**src/rtl/game_pkg.sv**
```systemverilog
// Shared definitions for the brick field controller.
//   state_e  : game phase encoding (matches the o_state port encoding)
//   HIT_*    : 2-bit hit/bounce codes (bit1 = flip x, bit0 = flip y)
//   SCORE_W  : score register width
//   LEVEL_W  : level counter width
package game_pkg;

  typedef enum logic [1:0] {
    ST_IDLE    = 2'b00,
    ST_PLAY    = 2'b01,
    ST_CLEARED = 2'b10,
    ST_OVER    = 2'b11
  } state_e;

  localparam logic [1:0] HIT_NONE = 2'b00;
  localparam logic [1:0] HIT_V    = 2'b01;
  localparam logic [1:0] HIT_H    = 2'b10;
  localparam logic [1:0] HIT_C    = 2'b11;

  localparam int unsigned SCORE_W = 9;
  localparam int unsigned LEVEL_W = 4;

endpackage

```
**src/rtl/hit_collector.sv**
```systemverilog
// Combinational hit collector.
//   i_hit     : per-brick 2-bit hit codes, brick k at [2k+1:2k]
//   i_alive   : alive mask; dead bricks are ignored
//   o_new_hit : bricks that are alive and report a non-zero code
//   o_dir     : OR of the codes of all new hits
//   o_count   : number of new hits
module hit_collector
  import game_pkg::*;
#(
  parameter int unsigned N_BRICKS = 8
) (
  input  logic [2*N_BRICKS-1:0] i_hit,
  input  logic [N_BRICKS-1:0]   i_alive,
  output logic [N_BRICKS-1:0]   o_new_hit,
  output logic [1:0]            o_dir,
  output logic [4:0]            o_count
);

  always_comb begin
    o_new_hit = '0;
    o_dir     = HIT_NONE;
    o_count   = '0;
    for (int unsigned k = 0; k < N_BRICKS; k++) begin
      if ((i_hit[2*k +: 2] != HIT_NONE) && i_alive[k]) begin
        o_new_hit[k] = 1'b1;
        o_dir        = o_dir | i_hit[2*k +: 2];
        o_count      = o_count + 5'd1;
      end
    end
  end

endmodule

```
**src/rtl/brick_field_ctrl.sv**
```systemverilog
// Brick field controller: game-phase FSM, alive mask, hit merging into one
// bounce command per animation strobe, score and level counting.
//   i_clk/i_rst     : clock, synchronous active-high reset
//   i_ani_stb       : one-cycle frame strobe
//   i_start         : start/continue request (level)
//   i_endgame       : ball lost
//   i_hit           : per-brick hit codes
//   o_col_detected  : one-cycle ack to bricks
//   o_bounce        : one-cycle bounce command (bit1 flip x, bit0 flip y)
//   o_respawn       : one-cycle brick re-initialise pulse
//   o_alive         : alive mask
//   o_score/o_level : score (saturating) and 0-based level (saturating)
//   o_state/o_clear : game phase and CLEARED flag
module brick_field_ctrl
  import game_pkg::*;
#(
  parameter int unsigned N_BRICKS  = 8,
  parameter int unsigned POINTS    = 1,
  parameter int unsigned SCORE_MAX = 511,
  parameter int unsigned LEVEL_MAX = 15
) (
  input  logic                  i_clk,
  input  logic                  i_rst,
  input  logic                  i_ani_stb,
  input  logic                  i_start,
  input  logic                  i_endgame,
  input  logic [2*N_BRICKS-1:0] i_hit,
  output logic                  o_col_detected,
  output logic [1:0]            o_bounce,
  output logic                  o_respawn,
  output logic [N_BRICKS-1:0]   o_alive,
  output logic [SCORE_W-1:0]    o_score,
  output logic [LEVEL_W-1:0]    o_level,
  output logic [1:0]            o_state,
  output logic                  o_clear
);

  state_e               state_q, state_d;
  logic [N_BRICKS-1:0]  alive_q, alive_d;
  logic [SCORE_W-1:0]   score_q, score_d;
  logic [LEVEL_W-1:0]   level_q, level_d;
  logic [1:0]           pend_q, pend_d;
  logic [1:0]           bounce_q, bounce_d;
  logic                 col_q, col_d;
  logic                 respawn_q, respawn_d;
  logic                 clear_q, clear_d;

  logic [N_BRICKS-1:0]  new_hit;
  logic [1:0]           hit_dir;
  logic [4:0]           hit_cnt;
  logic [13:0]          score_sum;
  logic [SCORE_W-1:0]   score_sat;
  logic                 fire;

  hit_collector #(
    .N_BRICKS (N_BRICKS)
  ) u_hit_collector (
    .i_hit     (i_hit),
    .i_alive   (alive_q),
    .o_new_hit (new_hit),
    .o_dir     (hit_dir),
    .o_count   (hit_cnt)
  );

  assign score_sum = 14'(score_q) + 14'(hit_cnt) * 14'(POINTS);
  assign score_sat = (score_sum > 14'(SCORE_MAX)) ? SCORE_W'(SCORE_MAX)
                                                  : score_sum[SCORE_W-1:0];
  assign fire      = i_ani_stb && (pend_q != HIT_NONE);

  always_comb begin
    state_d   = state_q;
    alive_d   = alive_q;
    score_d   = score_q;
    level_d   = level_q;
    pend_d    = pend_q;
    bounce_d  = HIT_NONE;
    col_d     = 1'b0;
    respawn_d = 1'b0;
    case (state_q)
      ST_PLAY: begin
        if (fire) begin
          bounce_d = pend_q;
          col_d    = 1'b1;
        end
        // Hits seen on the strobe cycle itself land in the next frame.
        pend_d  = (fire ? HIT_NONE : pend_q) | hit_dir;
        alive_d = alive_q & ~new_hit;
        score_d = score_sat;
        if (i_endgame) begin
          state_d = ST_OVER;
        end else if ((alive_q == '0) && (pend_q == HIT_NONE)) begin
          state_d = ST_CLEARED;
        end
      end
      default: begin
        // Flush a bounce left over from PLAY as a bare ack.
        if (fire) begin
          col_d  = 1'b1;
          pend_d = HIT_NONE;
        end
        if (i_start) begin
          state_d   = ST_PLAY;
          alive_d   = '1;
          respawn_d = 1'b1;
          if (state_q == ST_CLEARED) begin
            level_d = (level_q >= LEVEL_W'(LEVEL_MAX)) ? level_q : level_q + 4'd1;
          end else begin
            score_d = '0;
            level_d = '0;
          end
        end
      end
    endcase
    clear_d = (state_d == ST_CLEARED);
  end

  always_ff @(posedge i_clk) begin
    if (i_rst) begin
      state_q   <= ST_IDLE;
      alive_q   <= '0;
      score_q   <= '0;
      level_q   <= '0;
      pend_q    <= HIT_NONE;
      bounce_q  <= HIT_NONE;
      col_q     <= 1'b0;
      respawn_q <= 1'b0;
      clear_q   <= 1'b0;
    end else begin
      state_q   <= state_d;
      alive_q   <= alive_d;
      score_q   <= score_d;
      level_q   <= level_d;
      pend_q    <= pend_d;
      bounce_q  <= bounce_d;
      col_q     <= col_d;
      respawn_q <= respawn_d;
      clear_q   <= clear_d;
    end
  end

  assign o_col_detected = col_q;
  assign o_bounce       = bounce_q;
  assign o_respawn      = respawn_q;
  assign o_alive        = alive_q;
  assign o_score        = score_q;
  assign o_level        = level_q;
  assign o_state        = state_q;
  assign o_clear        = clear_q;

endmodule

```
**config.mk**
```make
export PLATFORM = sky130hd
export DESIGN_NAME = brick_field_ctrl
export DESIGN_NICKNAME = d
export VERILOG_FILES = /design/src/rtl/game_pkg.sv /design/src/rtl/hit_collector.sv /design/src/rtl/brick_field_ctrl.sv
export SDC_FILE = /design/constraint.sdc
export NUM_CORES = 1
export LEC_CHECK = 0
export BUFFER_PORTS_ARGS = -buffer_cell sky130_fd_sc_hd__buf_2
export CORE_AREA = 2 2 95 97
export CTS_BUF_LIST = sky130_fd_sc_hd__clkbuf_8
export DETAILED_ROUTE_END_ITERATION = 16
export DIE_AREA = 0 0 97 99
export HOLD_SLACK_MARGIN = 0.06
export PLACE_DENSITY = 0.51
export SYNTH_ARGS = -nofsm -noshare
export SYNTH_HDL_FRONTEND = slang
export SYNTH_SLANG_ARGS = --single-unit
```
**constraint.sdc**
```tcl
create_clock -name i_clk -period 12.9 [get_ports i_clk]
set_input_delay 2.58 -clock i_clk [delete_from_list [all_inputs] [get_ports i_clk]]
set_output_delay 2.58 -clock i_clk [all_outputs]
set_load 0.02 [all_outputs]
```
==> results.txt, run 1 <==
For this block, the initial DRC count from the detailed router was 97. The H-tree depth reported by CTS came out at 2. By area the synthesized netlist is led by sky130_fd_sc_hd__dfxtp_1, sky130_fd_sc_hd__ha_1, sky130_fd_sc_hd__a21oi_1. After synthesis, the mean cell area works out to ~8 µm².

The multiplexer share of the synthesized area is 2.02%. The synthesis warning total came out at 0. The gate count of the mapped netlist is about 260. Entering global routing, the biggest net connects 29 pins.

The initial antenna violation count came out at 0. The average detailed-routed wire length per instance is about 13 µm. The finished cells cover 2540 µm². The layout has 942 filler cells. The repair_antennas step left the layout with diodes totalling 0. The number of enable-type register cells in the synthesized netlist came out at 0.

Counting flops with an async set or reset pin after synthesis yields a share of 0%. The via count came out at between 2000 and 2500. The dominant combinational cell family by area after synthesis is compound AO/OA/AOI/OAI gates. The height of the die came out at roughly 99 µm. The total power per unit cell area came out at roughly 110 nW/µm². The type of the worst setup path is in2reg. The number of global-route vias before repair is ~2100. For this run, the post-layout net count is 346.

The number of buffers inserted by port buffering came out at 48. For this run, the total global-route usage over all layers was measured as roughly 12%. The buffer levels on the longest clock path is 2. The post-synthesis share of cell area spent on full adders, half adders and majority gates came out at 8.09%. Dividing the final minimum period by the clock period gives ~58%.

The combinational power share is between 30% and 40%. The largest individual stage delay along the critical path comes from the cell sky130_fd_sc_hd__xnor3_2. The area fraction in and, or, nand and nor cells after synthesis came out at 19.9%. In this run the cell area measured after placement is ~2500 µm².

The total power is 0.000271 W. The global-route wire length before repair came out at about 10000 µm. For this run the aggregate overflow at the end of global routing stands at 0. The register clock-pin slew on the reported worst setup and hold paths is roughly 70 ps. The share of cells above drive strength 1 came out at between 20% and 30%.

The clock tree from TritonCTS is done. The largest total area in the synthesized netlist belongs to sky130_fd_sc_hd__dfxtp_1. The post-synth design cell area is approximately 2100 µm².

The endpoint type of the worst setup path is a flop. The worst path in the final design needs a cycle of between 7000 and 8000 ps, including I/O delays and setup. The I/O pin count came out at just under 50.

The area share of the largest cell type after synthesis is approximately 29%. The most numerous cell in the Yosys netlist is sky130_fd_sc_hd__dfxtp_1. Setup violations remaining at the end of the flow were counted as 0.

In this run the remaining antenna-violating nets after routing total 0. The insertion delay to the later sink of the worst-skew pair came out at between 200 and 300 ps. At the pin with the least slew margin, the transition time is 798 ps. The number of max-slew violations in the final report was 0. Setup repair after global routing left no endpoint under its margin. CTS placed an instance of sky130_fd_sc_hd__clkbuf_8 at the clock tree root. The net switching component of the power is roughly 0.000095 W. The cell that appears most often on the critical path is sky130_fd_sc_hd__ha_1. The number of buffers inserted to repair setup after CTS is 0. Of the total power, registers draw 38.5%.

Once the floorplan was initialized, standard cells occupied approximately a quarter of the core. The proportion of total power due to net switching came out at a little over a third. The main flop type after synthesis is sky130_fd_sc_hd__dfxtp_1. The arrival time reported for the critical path endpoint came out at around 7700 ps. The total area of multi-input combinational cells is approximately 1400 µm². The share of the Yosys chip area taken by registers is approximately 29%. The internal power component came out at 0.000176 W. The peak supply drop came out at between 0.04 and 0.05 mV. The final wirelength is ~5600 µm. The die span in x came out at 97 µm. Timing would allow up to around 0.13 GHz. Across the run, the number of max-cap violations was 0. Adding up every negative setup slack in the final design gives 0 ps. For the worst setup path, the data required time is around 13000 ps. The average vias per placed instance came out at roughly 5.0. The number of sinks handled by clock tree synthesis is 30. At the end of routability-driven placement, the weighted congestion stood at 0.889. The signed area change from the synthesized netlist to the final layout is 20.9%. The number of iterations in the first detailed-routing pass is 4. The site row count is 34. The path class of the tightest hold or removal check is reg2reg. For this run, the slowest stage of the critical path takes about 580 ps. For this design the static power due to leakage is approximately 1.1 nW. In this run, the clock network consumes between 20% and 30% of the power. The number of hold-slack violations in the final timing report came out at 0.

The floorplan die area came out at just under 10000 µm². The sequential cells in the finished layout cover a total of roughly 600 µm². The remaining design rule violation count came out at 0. The compound-gate portion of the synthesized area is just under 30%. The worst slew margin relative to its limit came out at a little under half. For this design, the CTS-stage hold fixing added 0 buffers. Gates resized during post-CTS repair numbered 0. In this run the worst path has a maximum fanout of 9. The area inside the core boundary came out at between 8000 and 9000 µm². The net count after synthesis is 298. STA classifies the critical path startpoint as an input port.

The run finished with clean final reports. The number of library cell types mapped by synthesis is 46. The number of buffers added by the clock tree synthesis step came out at 5.

The commonest cells after synthesis are sky130_fd_sc_hd__dfxtp_1, sky130_fd_sc_hd__a21oi_1, sky130_fd_sc_hd__nor2_1, sky130_fd_sc_hd__o21ai_0, sky130_fd_sc_hd__nand2_1. The count of state elements after synthesis came out at 30. The synthesized netlist devotes approximately 9.0% of its cell area to XOR and XNOR gates. The worst clock skew on the final layout is 4.97 ps. The wire-length estimate of the detail-placed layout is 4440 µm.
==> metrics by stage <==
step	utilization, %	hold slack, ps	instances	setup WS [ps]
finish	29.7	476	421	5370
global route	29.7	515	421	4920
CTS	29.7	483	421	5400
detailed placement	28.7	472	413	5120
global placement	28.7	471	413	5190
floorplan	-	472	264	5570
==> final timing paths <==
check	startpoint	to	slack (ps)	cells after the start
max reg2reg	o_alive[1]$_SDFFE_PP0P_	o_score[8]$_SDFFE_PP0P_	7320	24
min reg2reg	o_score[3]$_SDFFE_PP0P_	o_score[3]$_SDFFE_PP0P_	480	2
min	o_score[3]$_SDFFE_PP0P_	o_score[3]$_SDFFE_PP0P_	480	2
max	i_hit[3]	o_score[8]$_SDFFE_PP0P_	5370	25
==> cell type report <==
type / count / area share (%)
clock inverters: 2 / 0.344
repair buffers: 48 / 9.45
flip-flops and latches: 30 / 23.6
multi-input cells: 215 / 56.2
well taps: 108 / 5.31
inverters: 12 / 1.77
clock buffers: 6 / 3.25
==> logic make-up after synthesis <==
kind of cell	count (synthesis)
AO/OA/AOI/OAI	94
XOR/XNOR	19
buffers and inverters	19
flip-flops	30
AND/OR/NAND/NOR	85
multiplexers	4
adder cells (fa/ha/maj)	13
==> metal layers <==
metal / wire, µm / vias up / track usage (%)
met1: 2860 / 991 / 17.6
met4: 24 / 0 / 2.49
met5: 0 / - / 0
li1: - / 1070 / -
met2: 2400 / 58 / 18.5
met3: 333 / 4 / 2.62
==> power by group through the flow <==
stage,registers (W),clock network [W],logic [W]
after floorplan,0.000110,0,0.0000602
after global placement,0.000106,0,0.0000868
after detailed placement,0.000106,0,0.0000881
after CTS,0.000104,0.0000796,0.0000888
after global routing,0.000105,0.0000844,0.000100
final,0.000104,0.0000783,0.0000885
==> critical path, delay by kind of cell <==
kind | cells | cell delay [ps]
mux | 1 | 290
fa+ha+maj | 5 | 1480
compound gates | 8 | 1170
simple gates | 5 | 1070
xor+xnor | 2 | 710
buf+inv | 4 | 370
==> placed cells by master (no fill, tap or decap), types with 3 or more instances in the layout <==
cell,count
sky130_fd_sc_hd__o21a_1,4
sky130_fd_sc_hd__a22oi_1,8
sky130_fd_sc_hd__ha_1,12
sky130_fd_sc_hd__nor2b_1,5
sky130_fd_sc_hd__o21ai_0,20
sky130_fd_sc_hd__nand2b_1,5
sky130_fd_sc_hd__nand2_1,16
sky130_fd_sc_hd__a21o_1,4
sky130_fd_sc_hd__xnor2_1,12
sky130_fd_sc_hd__clkbuf_8,6
sky130_fd_sc_hd__inv_1,10
sky130_fd_sc_hd__o211ai_1,5
sky130_fd_sc_hd__nor2_1,24
sky130_fd_sc_hd__a21oi_1,27
sky130_fd_sc_hd__dfxtp_1,30
sky130_fd_sc_hd__a31oi_1,3
sky130_fd_sc_hd__nand3_1,6
sky130_fd_sc_hd__nor3_1,12
sky130_fd_sc_hd__nand4_1,4
sky130_fd_sc_hd__and3_1,3
sky130_fd_sc_hd__buf_2,48
sky130_fd_sc_hd__xor2_1,5
sky130_fd_sc_hd__inv_2,3
sky130_fd_sc_hd__o21ai_1,6
sky130_fd_sc_hd__a41oi_1,3
sky130_fd_sc_hd__or3_1,3
==> sequential cells by signal, indices dropped and copies added (netlist names) <==
name,cells
o_clear,1
o_level,4
o_bounce,2
pend_q,2
o_state,2
o_alive,8
o_col_detected,1
o_respawn,1
o_score,9
(Power assumes the default switching activity.)
==> inputs of run 2 (changes only) <==
Settings changed: PLACE_DENSITY 0.51 to 0.52.
Clock period 12.9 ns to 6.7 ns, I/O delays scaled along.
==> run 2 against run 1 <==
Effect of this change: clock skew up 4.0 ps; hold slack better by 1.3 ps; wire length up 4.4%; cell count up 0.71%; global-route usage about the same; via count up 0.28%; critical path type unchanged; largest cell class unchanged.
==> results.txt, run 2 (synthesis results as in run 1) <==
The average vias per placed instance is 5.02 (-0.43%). The number of buffers inserted by port buffering is 48 (unchanged). The number of sinks handled by clock tree synthesis came out at 30 (unchanged). The post-placement worst setup slack came out at 155 ps (-4960 ps). The via count is 2129 (+0.28%). The max-cap check violation count is 0 (unchanged).

Leaving out fill and tap cells, the most frequent cell in the layout is sky130_fd_sc_hd__buf_2. The register clock-pin slew on the reported worst setup and hold paths came out at 60 ps (about the same). The total routed wire length on the met1 layer came out at 2810 µm (-1.8%). The tree is rooted in a sky130_fd_sc_hd__clkbuf_8. The area inside the core boundary came out at 8550 µm² (unchanged). The height of the die came out at 99 µm (unchanged).

STA classifies the critical path startpoint as an input port. The estimated wirelength of the detail-placed design is 4630 µm (+4.2%). The signed area change from the synthesized netlist to the final layout came out at 23.8%. The fmax came out at 0.161 GHz. The initial antenna violation count came out at 0 (unchanged). The startpoint identified for the worst hold timing path is o_score[3]$_SDFFE_PP0P_. Setup repair after global routing left no endpoint under its margin. The number of max-slew violations in the final report came out at 0 (unchanged). The internal reg-to-reg setup slack is 1190 ps (-6130 ps). The start point of the critical path is i_hit[3]. The buffer levels on the longest clock path is 2 (unchanged). In this run the critical register-to-register path is captured at o_score[8]$_SDFFE_PP0P_. The share of power burned in registers is 35.8% (-2.7 points). In this design, the critical path's most frequently occurring cell is sky130_fd_sc_hd__ha_1. The endpoint type of the worst setup path is a flop.

The post-layout minimum cycle time is between 6000 and 7000 ps. The critical path's largest stage delay came to 470 ps (-110 ps). The type of the worst setup path is in2reg. The count of cells along the worst register-to-register path is 24 (unchanged). The final worst slack came out at 494 ps (-4870 ps).

The flow ran to the end, and the final reports show no timing, DRC or antenna violations. The register area is 601 µm² (unchanged). The met2 wirelength from detailed routing is 2650 µm (+10%). The peak supply drop was 0.0992 mV (+130%). The arrival time reported for the critical path endpoint came out at 6340 ps (-1340 ps). The starting DRC count in detailed routing was 60 (-38%). The placer congestion estimate is 0.842 (-5.3%). The remaining design rule violation count came to 0 (unchanged). The die span in x is 97 µm (unchanged). The leakage power of the design came to 1.10 nW (+2.0%). The floorplan die area is 9600 µm² (unchanged). The clock tree from TritonCTS is done. The detailed-routed wire length on met3 is 368 µm (+11%).

The initial core utilization is 24.6% (unchanged). The worst register-to-register path begins at o_alive[1]$_SDFFE_PP0P_. The number of buffers added by the clock tree synthesis step is 5 (unchanged).

The post-route antenna net violation count came out at 0 (unchanged). The global-route wire length before repair came out at 9870 µm (+1.6%). The tightest min-delay check is of the reg2reg type. The combinational power share is 31.4% (-1.2 points). The setup TNS came out at 0 ps (unchanged).

The average detailed-routed wire length per instance is 13.8 µm (+3.7%). The number of filler instances in the final layout is 947 (+0.53%). The total power per unit cell area came to 216 nW/µm² (+100%). The total area of multi-input combinational cells is 1440 µm² (+0.70%). The insertion delay to the later sink of the worst-skew pair came to 280 ps (about the same). The largest net degree at the start of global routing came out at 29 (unchanged). The final period utilization is between 90% and 100%. The number of iterations in the first detailed-routing pass is 4 (unchanged). The proportion of total power due to net switching came out at 32.2% (-2.9 points). Leaving out fill and tap cells, the most frequent cells in the layout are sky130_fd_sc_hd__buf_2, sky130_fd_sc_hd__dfxtp_1, sky130_fd_sc_hd__a21oi_1. The clock network fraction of design power came out at 32.8% (+3.9 points). The layout net count is 350 (+1.2%). The hold slack is 477 ps (+1.34 ps). The most critical setup path has its endpoint at o_score[8]$_SDFFE_PP0P_. The worst slew margin relative to its limit is 47.2% (+0.53 points). The worst clock skew on the final layout came to 8.96 ps (+3.99 ps). The flip-flop count of the largest register after layout came out at 9 (unchanged). The maximum fanout along the worst path is 9 (unchanged). The number of hold-slack violations in the final timing report is 0 (unchanged). The global-route congestion overflow total came out at 0 (unchanged). The transition at the pin with the smallest max-transition slack is 790 ps (-7.89 ps). The share of cells above drive strength 1 was 23.1% (+1.7 points). The I/O pin count is 49 (unchanged). The final wirelength came out at 5870 µm (+4.4%).

The internal power component was 0.000381 W (+120%). The H-tree depth reported by CTS is 2 (unchanged). The highest metal layer carrying signal wires in the routed design is met4. The total inserted antenna cells came to 0 (unchanged). The net switching component of the power is 0.000180 W (+90%).

The setup violation total in the final timing report is 0 (unchanged). The site row count is 34 (unchanged). The total track usage came out at 12.1% (+0.021 points). The data required time at the worst endpoint is 6840 ps (-6200 ps). The cell with the largest stage delay on the worst path is sky130_fd_sc_hd__xnor3_2. The number of buffers inserted by hold repair at cts came out at 0 (unchanged). The number of global-route vias before repair is 2054 (+0.20%).
## run 2: power by group through the flow
stage / Sequential (W) / Clock [W] / Combinational (W)
2_1_floorplan: 0.000212 / 0 / 0.000116
3_3_place_gp: 0.000205 / 0 / 0.000173
3_5_place_dp: 0.000205 / 0 / 0.000175
4_1_cts: 0.000201 / 0.000186 / 0.000177
5_1_grt: 0.000203 / 0.000194 / 0.000201
6_report: 0.000201 / 0.000184 / 0.000176
## run 2: worst min-delay path by stage
stage	end	slack (ps)	cells past startpoint
floorplan	pend_q[1]$_SDFF_PP0_	470	2
global placement	o_score[0]$_SDFFE_PP0P_	470	2
detailed placement	o_score[3]$_SDFFE_PP0P_	480	2
CTS	o_score[0]$_SDFFE_PP0P_	480	2
global route	o_score[3]$_SDFFE_PP0P_	500	2
finish	o_score[3]$_SDFFE_PP0P_	480	2
## run 2: area by class of cell
cell class / count / area share, %
multi-input combinational: 215 / 55.3
inverter: 12 / 1.73
sequential: 30 / 23.1
clock inverter: 1 / 1.15
timing repair buffer: 52 / 10.4
clock buffer: 6 / 3.17
tap: 108 / 5.19
## run 2: worst max-delay path: cells and delay by family
family          cells  cell delay [ps]
simple gates        5             1080
buf+inv             4              370
compound gates      8             1220
xor+xnor            2              600
mux                 1              290
fa+ha+maj           5             1440
## run 2: stage by stage
stage | instances | utilization, % | cell area (µm²) | power [W]
detailed placement | 417 | 29.0 | 2480 | 0.000380
CTS | 424 | 30.3 | 2590 | 0.000563
floorplan | 264 | - | 2100 | 0.000328
global route | 424 | 30.5 | 2600 | 0.000597
finish | 424 | 30.5 | 2600 | 0.000561
global placement | 417 | 29.0 | 2480 | 0.000378
## run 2: per-layer routing
| metal | vias up | global-route usage, % |
|---|---|---|
| met5 | - | 0 |
| met4 | 0 | 2.28 |
| met3 | 6 | 3.40 |
| met2 | 61 | 19.4 |
| met1 | 988 | 16.5 |
| li1 | 1074 | - |
## run 2: timing repair
action	4_1_cts	5_1_grt
endpoints found under the setup margin	0	2
setup buffers	0	0
resized for setup	0	2
